<file path="src/rtl/gpo_blink.sv">
// Per-channel LED driver: steady, slow/fast blink or one-shot pulse, CSR programmable.
// Optional output polarity register is enabled by defining GPO_BLINK_POL_EN.
module gpo_blink #(
  parameter logic [4:0]  BASE_ADDR = 5'h0,
  parameter int unsigned NUM_CH    = 4,
  parameter int unsigned TICK_DIV  = 32768
) (
  input  logic              clk,
  input  logic              rst_n,
  input  logic [4:0]        csr_a,
  input  logic [7:0]        csr_di,
  input  logic              csr_we,
  output logic [7:0]        csr_do,
  input  logic [NUM_CH-1:0] en,
  output logic [NUM_CH-1:0] led
);

  localparam int unsigned   PW       = $clog2(TICK_DIV);
  localparam int unsigned   MW       = 2 * NUM_CH;
  localparam logic [PW-1:0] CNT_MAX  = PW'(TICK_DIV - 1);
  localparam logic [4:0]    POL_ADDR = BASE_ADDR + 5'd1;

  logic [PW-1:0]           cnt_q,   cnt_d;
  logic [3:0]              phase_q, phase_d;
  logic [MW-1:0]           mode_q,  mode_d;
  logic [NUM_CH-1:0]       en_q;
  logic [NUM_CH-1:0][2:0]  pcnt_q,  pcnt_d;
  logic [NUM_CH-1:0]       led_q,   led_d;
  logic                    tick_c;
  logic                    mode_wr_c;
`ifdef GPO_BLINK_POL_EN
  logic [NUM_CH-1:0]       pol_q,   pol_d;
`endif

  assign led = led_q;

  always_ff @(posedge clk or negedge rst_n) begin
    if (!rst_n) begin
      cnt_q   <= '0;
      phase_q <= '0;
      mode_q  <= '0;
      en_q    <= '0;
      pcnt_q  <= '0;
      led_q   <= '0;
`ifdef GPO_BLINK_POL_EN
      pol_q   <= '0;
`endif
    end else begin
      cnt_q   <= cnt_d;
      phase_q <= phase_d;
      mode_q  <= mode_d;
      en_q    <= en;
      pcnt_q  <= pcnt_d;
      led_q   <= led_d;
`ifdef GPO_BLINK_POL_EN
      pol_q   <= pol_d;
`endif
    end
  end

  // Shared prescaler/phase keep all blinking channels in lockstep.
  always_comb begin
    tick_c    = (cnt_q == CNT_MAX);
    cnt_d     = tick_c ? '0 : cnt_q + PW'(1);
    phase_d   = tick_c ? phase_q + 4'd1 : phase_q;
    mode_wr_c = csr_we && (csr_a == BASE_ADDR);
    mode_d    = mode_wr_c ? csr_di[MW-1:0] : mode_q;
`ifdef GPO_BLINK_POL_EN
    pol_d     = (csr_we && (csr_a == POL_ADDR)) ? csr_di[NUM_CH-1:0] : pol_q;
`endif
    pcnt_d    = '0;
    led_d     = '0;
    for (int unsigned c = 0; c < NUM_CH; c++) begin
      case (mode_q[2*c +: 2])
        2'b00:   led_d[c] = en[c];
        2'b01:   led_d[c] = en[c] & phase_q[3];
        2'b10:   led_d[c] = en[c] & phase_q[1];
        default: led_d[c] = (pcnt_q[c] != 3'd0);
      endcase
      // Edge load wins over tick decrement; a MODE write clears every pulse.
      if (!mode_wr_c && (mode_q[2*c +: 2] == 2'b11)) begin
        if (en[c] && !en_q[c]) begin
          pcnt_d[c] = 3'd4;
        end else if (tick_c && (pcnt_q[c] != 3'd0)) begin
          pcnt_d[c] = pcnt_q[c] - 3'd1;
        end else begin
          pcnt_d[c] = pcnt_q[c];
        end
      end
    end
`ifdef GPO_BLINK_POL_EN
    led_d = led_d ^ pol_q;
`endif
  end

  always_comb begin
    csr_do = 8'h00;
    if (csr_a == BASE_ADDR) begin
      csr_do = 8'(mode_q);
`ifdef GPO_BLINK_POL_EN
    end else if (csr_a == POL_ADDR) begin
      csr_do = 8'(pol_q);
`endif
    end
  end

endmodule

</file>
<file path="config.mk">
export PLATFORM = sky130hd
export DESIGN_NAME = gpo_blink
export DESIGN_NICKNAME = d
export VERILOG_FILES = /design/src/rtl/gpo_blink.sv
export SDC_FILE = /design/constraint.sdc
export NUM_CORES = 1
export LEC_CHECK = 0
export ABC_CLOCK_PERIOD_IN_PS = 1910
export CORE_UTILIZATION = 50
export DETAILED_ROUTE_END_ITERATION = 6
export PLACE_DENSITY = 0.81
export SLEW_MARGIN = 10
export SYNTH_ARGS = -nofsm -noshare
export SYNTH_HDL_FRONTEND = slang
export SYNTH_SLANG_ARGS = --single-unit
</file>
<file path="constraint.sdc">
create_clock -name clk -period 1.91 [get_ports clk]
set_input_delay 0.573 -clock clk [delete_from_list [all_inputs] [get_ports clk]]
set_output_delay 0.573 -clock clk [all_outputs]
set_load 0.05 [all_outputs]
</file>
# Yosys cells after proc, flatten, opt, wreduce, memory -nomap -nowiden
# Cells that the tools add are included.
# op_classes
add_sub_neg	6
n_eq_ne	17
n_mux	18
n_bitwise	8
reduce_logical	27
# ops
cell	count
$mux W3	12
$eq A2 B2 Y1 const B	8
$add A15 B1 Y15 const B	1
$eq A15 B15 Y1 const B	1
$mux W15	1
$logic_and A1 B1 Y1	13
$ne A3 B1 Y1 const B	4
$pmux W1 S3	4
$reduce_bool A3 Y1	4
$sub A3 B1 Y3 const B	4
$and A1 B1 Y1	8
$eq A2 B1 Y1 const B	4
$logic_not A2 Y1	4
$mux W8	1
$logic_not A1 Y1	5
$logic_not A5 Y1	1
$add A4 B1 Y4 const B	1
# word_totals
ff_bits	47
in_bits	20
output_inout_bits	12
elab_cells	85

# Longest topological paths before layout
# Gate-level depths: netlist of run 1.
# depth
ltp_word	5
mapped_depth	7
ltp_nobuf	6

# Worst setup path after synthesis of run 1
# No wires, ideal clock.
# synth_timing
path_kind	input to output
start	in csr_a[1]
end	out csr_do[0]
t_arrival_ns	2.280
required_ns	1.337
setup_slack_ns	-0.943
stages	3
path_cell_list	or4_4 buf_6 nor3_1
# synth_between
elab_chain_len	2
# synth_lines
item	line	source
from (decl)	10	input logic [4:0] csr_a,
$logic_not A5 Y1	98	if (csr_a == BASE_ADDR) begin
$mux W8	98	
to (decl)	13	output logic [7:0] csr_do,
# No other way between the ends.

# Worst setup path in the final report of run 1
# layout_timing
start	in csr_a[1]
end	out csr_do[2]
# Same word-level chain as after synthesis.

==> out/qor.csv, run 1 <==
metric,value,unit
status,finished with violations,
failed_checks,negative setup slack,
core_area,4820,µm²
clock-sinks,47,
mostFrequentLayoutCells,"dfrtp_1 (47), ha_1 (26), inv_1 (18)",
top_usage_layer,met2,
die_w,73.3,µm
fp-row-count,25,
power.density,647,nW/µm²
h-tree-depth,2,
finalHoldViolCount,0,
ant_nets,0,
timing.max_cap.violations,0,
crit_path_end_kind,output port,
crit_arrival,1690,ps
holdWs,243,ps
ys_ff_latch,47,
synth_edf_count,0,
antenna_found_initial,0,
setup_violations,8,
slew_violations,0,
power_leakage,1.45,nW
skew,11.3,ps
fmax,441,MHz
start_util,52.8,%
grt_util_met3,4.94,%
via_count,1813,
synth_fp_nets,277,
slowest_delay,550,ps
cpMaxStageDelayCell,or4_4,
crit_chain,"buf_6, or4_4, buf_6, nor3_4, buf_12",
ys_types,33,
post-place-ws,-694,ps
antenna_cells,0,
met1_usage,26.0,%
worstMarginPinSlew,567,ps
fill_cells,383,
drt-total-wl,4620,µm
drt-wirelength-per-cell,13.6,µm
first_global_vias,1844,
hold_path.class,in -> async,
worstSkewPairLatency,310,ps
setup_tns,-2730,ps
finalCritPeriodShare,119,%
cpMostUsedCell,buf_6,
ys.flop_type,dfrtp_1,
yosysSeqAreaShare,46.3,%
port_buffers,31,
cts_buffers,5,
syn_to_final_growth,26.9,%
ir_drop,0.446,mV
drc,0,
final_period_minus_worst_setup_slack,2270,ps
num-nets-final,319,
drtPass1Iterations,4,
ios,32,
grt_max_degree,27,
cp_max_fo,4,
cts_root_buf,clkbuf_8,
dieArea,5370,µm²
critPathLaunchType,input pin,
grt_pass1_wl,8300,µm
cts_tree,yes,
drive_gt1_share,20.1,%
required,1340,ps
path_clk_slew,100,ps
drtIter0Drc,68,
post-dp-hpwl,3480,µm
viasPerCell,5.32,
critical_path_class,in -> out,
grt_usage,20.6,%
cts_buffer_depth,2,
die_y,73.3,µm
gr-usage-met2,34.0,%
yosys_warnings,0,
netlist_area,2540,µm²
final_common_cell,dfrtp_1,
netlist_instances,231,
ctsHoldBuffers,0,
place_congestion,0.761,
synth-async-reset-ratio,100,%
rsz0062_at_grt,true,
grt-ovfl-total,0,
cts_setup_buffers,0,
slew_headroom,62.2,%
worst_slack,-356,ps
postSynthAreaPerCell,11.0,µm²
cells in the mapped netlist (all sizes together) (4+ instances only):
library cell,n,share of area (%)
nand4,5,1.2
nand3,6,1.2
clkbuf,4,0.59
dfrtp,47,46
nor3,9,1.8
mux2i,9,3.5
or3,8,2.0
nor2,8,1.2
o21ai,13,2.6
a21oi,8,1.6
nor2b,11,2.7
inv,18,2.7
xnor2,13,4.5
ha,26,13
mux2,9,4.3
nand2,6,0.89
power by group:
group	switching [mW]	internal [mW]	leakage, nW
clock network	0.358	0.263	0.0485
registers	0.0494	1.05	0.618
logic	0.206	0.163	0.786
cells by family after synthesis:
kind of cell	synth area share (%)
AO/OA/AOI/OAI	6.45
XOR/XNOR	5.17
adder cells (fa/ha/maj)	12.8
buffers and inverters	4.72
flip-flops	46.3
multiplexers	7.83
AND/OR/NAND/NOR	16.8
final timing paths:
kind | slack (ps) | cells after the start | to | from
worst max-delay path | -360 | 5 | csr_do[2] | csr_a[1]
worst min-delay path | 240 | 1 | cnt_q[2] | rst_n
worst max register to register | 110 | 6 | pcnt_q[11] | cnt_q[0]
worst min register to register | 480 | 1 | cnt_q[14] | cnt_q[14]
max in group asynchronous | 1070 | 2 | pcnt_q[6] | rst_n
min in group clk | 480 | 1 | cnt_q[14] | cnt_q[14]
stage by stage:
| stage | cell area [µm²] | power, mW | cells | util (%) |
|---|---|---|---|---|
| after floorplan | 2640 | 1.34 | 231 | - |
| after global placement | 3130 | 1.47 | 333 | 65.1 |
| after detailed placement | 3130 | 1.49 | 333 | 65.1 |
| after CTS | 3220 | 2.11 | 341 | 66.9 |
| after global routing | 3230 | 2.20 | 341 | 67.0 |
| final | 3230 | 2.09 | 341 | 67.0 |
registers in the layout (all words and copies together) (netlist names):
register / cells
pcnt_q: 12
en_q: 4
led: 4
phase_q: 4
mode_q: 8
cnt_q: 15
metal layers:
metal / wire length, µm / share of wire, %
met4: 99 / 2.1
met5: 0 / 0
met3: 197 / 4.3
met2: 2220 / 48
met1: 2100 / 45
layout make-up:
cell class | instances | area [µm²] | area share, %
tap | 67 | 83.8 | 2.60
inverter | 18 | 67.6 | 2.09
clock buffer | 5 | 68.8 | 2.13
timing repair buffer | 42 | 469 | 14.5
multi-input combinational | 159 | 1340 | 41.5
sequential | 47 | 1180 | 36.5
clock inverter | 3 | 22.5 | 0.698
worst max-delay path: cells and delay by family:
kind	cells	cell delay [ps]
AND/OR/NAND/NOR	2	710
buffers and inverters	3	410
repair_timing:
| action | 4_1_cts | 5_1_grt |
|---|---|---|
| pin swaps | 2 | 1 |
| resized for setup | 13 | 2 |
| setup endpoints to repair | 28 | 11 |
(Power assumes the default switching activity.)
==> run 2, diff against run 1 <==
CORE_ASPECT_RATIO = 0.9   (was default)
PLACE_DENSITY = default   (was 0.81)
PLACE_DENSITY_LB_ADDON = 0.25   (was default)
==> out/qor.csv, run 2 (synthesis results as in run 1) <==
metric,value,unit
largest_reg_flops,15,
grt-ovfl-total,0,
cts_buffers,5,
cts_root_buf,clkbuf_8,
setup_tns,-3550,ps
slew_headroom,79.2,%
port_buffers,31,
place_congestion,0.726,
drive_gt1_share,20.4,%
cts_tree,yes,
critical_path_class,in -> out,
final_period_minus_worst_setup_slack,2240,ps
power.share.sequential,54.4,%
crit_arrival,1660,ps
power.density,621,nW/µm²
required,1340,ps
r2r_cells,6,
final_common_cell,dfrtp_1,
p_int,1.46,mW
ir_drop,0.408,mV
viasPerCell,5.30,
ios,32,
fp-row-count,24,
combPwrFrac,18.7,%
reg2reg_slack,160,ps
crit_path_end_kind,output port,
timing.max_cap.violations,0,
power_leakage,1.46,nW
worstSkewPairLatency,300,ps
first_global_vias,1853,
ctsHoldBuffers,0,
fin_cells,339,
p_total,2.02,mW
clock-sinks,47,
dieArea,5370,µm²
drtPass1Iterations,4,
worst_slack,-325,ps
ant_nets,0,
critPathLaunchType,input pin,
hold_path.class,in -> async,
post-dp-hpwl,3490,µm
drt-total-wl,4940,µm
drt-wirelength-per-cell,14.6,µm
syn_to_final_growth,28.0,%
die_w,77.2,µm
worstMarginPinSlew,309,ps
finalCritPeriodShare,117,%
num-nets-final,321,
swShare,27.8,%
die_y,69.7,µm
mostFrequentLayoutCells,"dfrtp_1 (47), ha_1 (26), inv_1 (18)",
failed_checks,negative setup slack,
regMostFlops,cnt_q,
antenna_found_initial,0,
dpl.cell_count,328,
timing.rr.end,pcnt_q[8],
dpl_cell_area,3110,µm²
power.share.clock,27.0,%
core_area,4860,µm²
slew_violations,0,
fmax,447,MHz
drtIter0Drc,90,
skew,7.69,ps
drc,0,
rsz0062_at_grt,true,
antenna_cells,0,
h-tree-depth,2,
via_count,1797,
grt_max_degree,48,
grt_pass1_wl,8250,µm
setup_violations,28,
switching_power,0.561,mW
holdWs,248,ps
start_util,52.3,%
finalHoldViolCount,0,
r2r-start,cnt_q[1],
grt_usage,19.8,%
path_clk_slew,70,ps
cp_max_fo,5,
final_area,3250,µm²
reg_top3,"cnt_q (15), pcnt_q (12), mode_q (8)",
cts_buffer_depth,2,
status,finished with violations,
-- run 2: critical path, stage by stage --
cell,delay [ps]
buf_6,90
or4_4,610
nor3_4,220
buf_12,160
-- run 2: worst max-delay path by stage --
| stage | startpoint | to | cells past startpoint | slack (ps) |
|---|---|---|---|---|
| after floorplan | csr_a[2] | mode_q[6] | 6 | -400 |
| after global placement | csr_a[2] | mode_q[7] | 4 | -730 |
| after detailed placement | csr_a[2] | mode_q[7] | 4 | -750 |
| after CTS | csr_a[1] | csr_do[3] | 4 | -370 |
| after global routing | csr_a[3] | csr_do[3] | 4 | -340 |
| final | csr_a[3] | csr_do[1] | 4 | -330 |
-- run 2: area by class of cell --
type / count / area [µm²]
Clock buffer: 6 / 72.6
Fill cell: 395 / 1610
Inverter: 18 / 67.6
Multi-Input combinational cell: 161 / 1370
Sequential cell: 47 / 1180
Tap cell: 65 / 81.3
Timing Repair Buffer: 42 / 485
-- run 2: per-stage QoR --
stage	setup WS, ps	utilization [%]
after floorplan	-398	-
after global placement	-729	63.9
after detailed placement	-746	63.9
after CTS	-372	66.0
after global routing	-339	66.9
final	-325	66.9
-- run 2: metal layers --
layer | part of all wire, % | vias to the layer above | global-route usage, %
li1 | - | 886 | -
met1 | 45 | 880 | 25.1
met2 | 51 | 25 | 34.0
met3 | 2.8 | 6 | 3.55
met4 | 0.97 | 0 | 6.71
met5 | 0 | - | 0
-- run 2: power by group through the flow --
stage	registers, mW	clock network [mW]	logic (mW)
detailed placement	1.12	0	0.371
global placement	1.12	0	0.358
global route	1.11	0.597	0.419
CTS	1.10	0.570	0.377
finish	1.10	0.545	0.377
floorplan	1.16	0	0.188
-- run 2: repair_timing --
action / in CTS / in global routing
setup endpoints to repair: 28 / 22
resized for setup: 18 / 9
gates cloned: 2 / 0
setup buffers: 1 / 2
pin swaps: 5 / 13
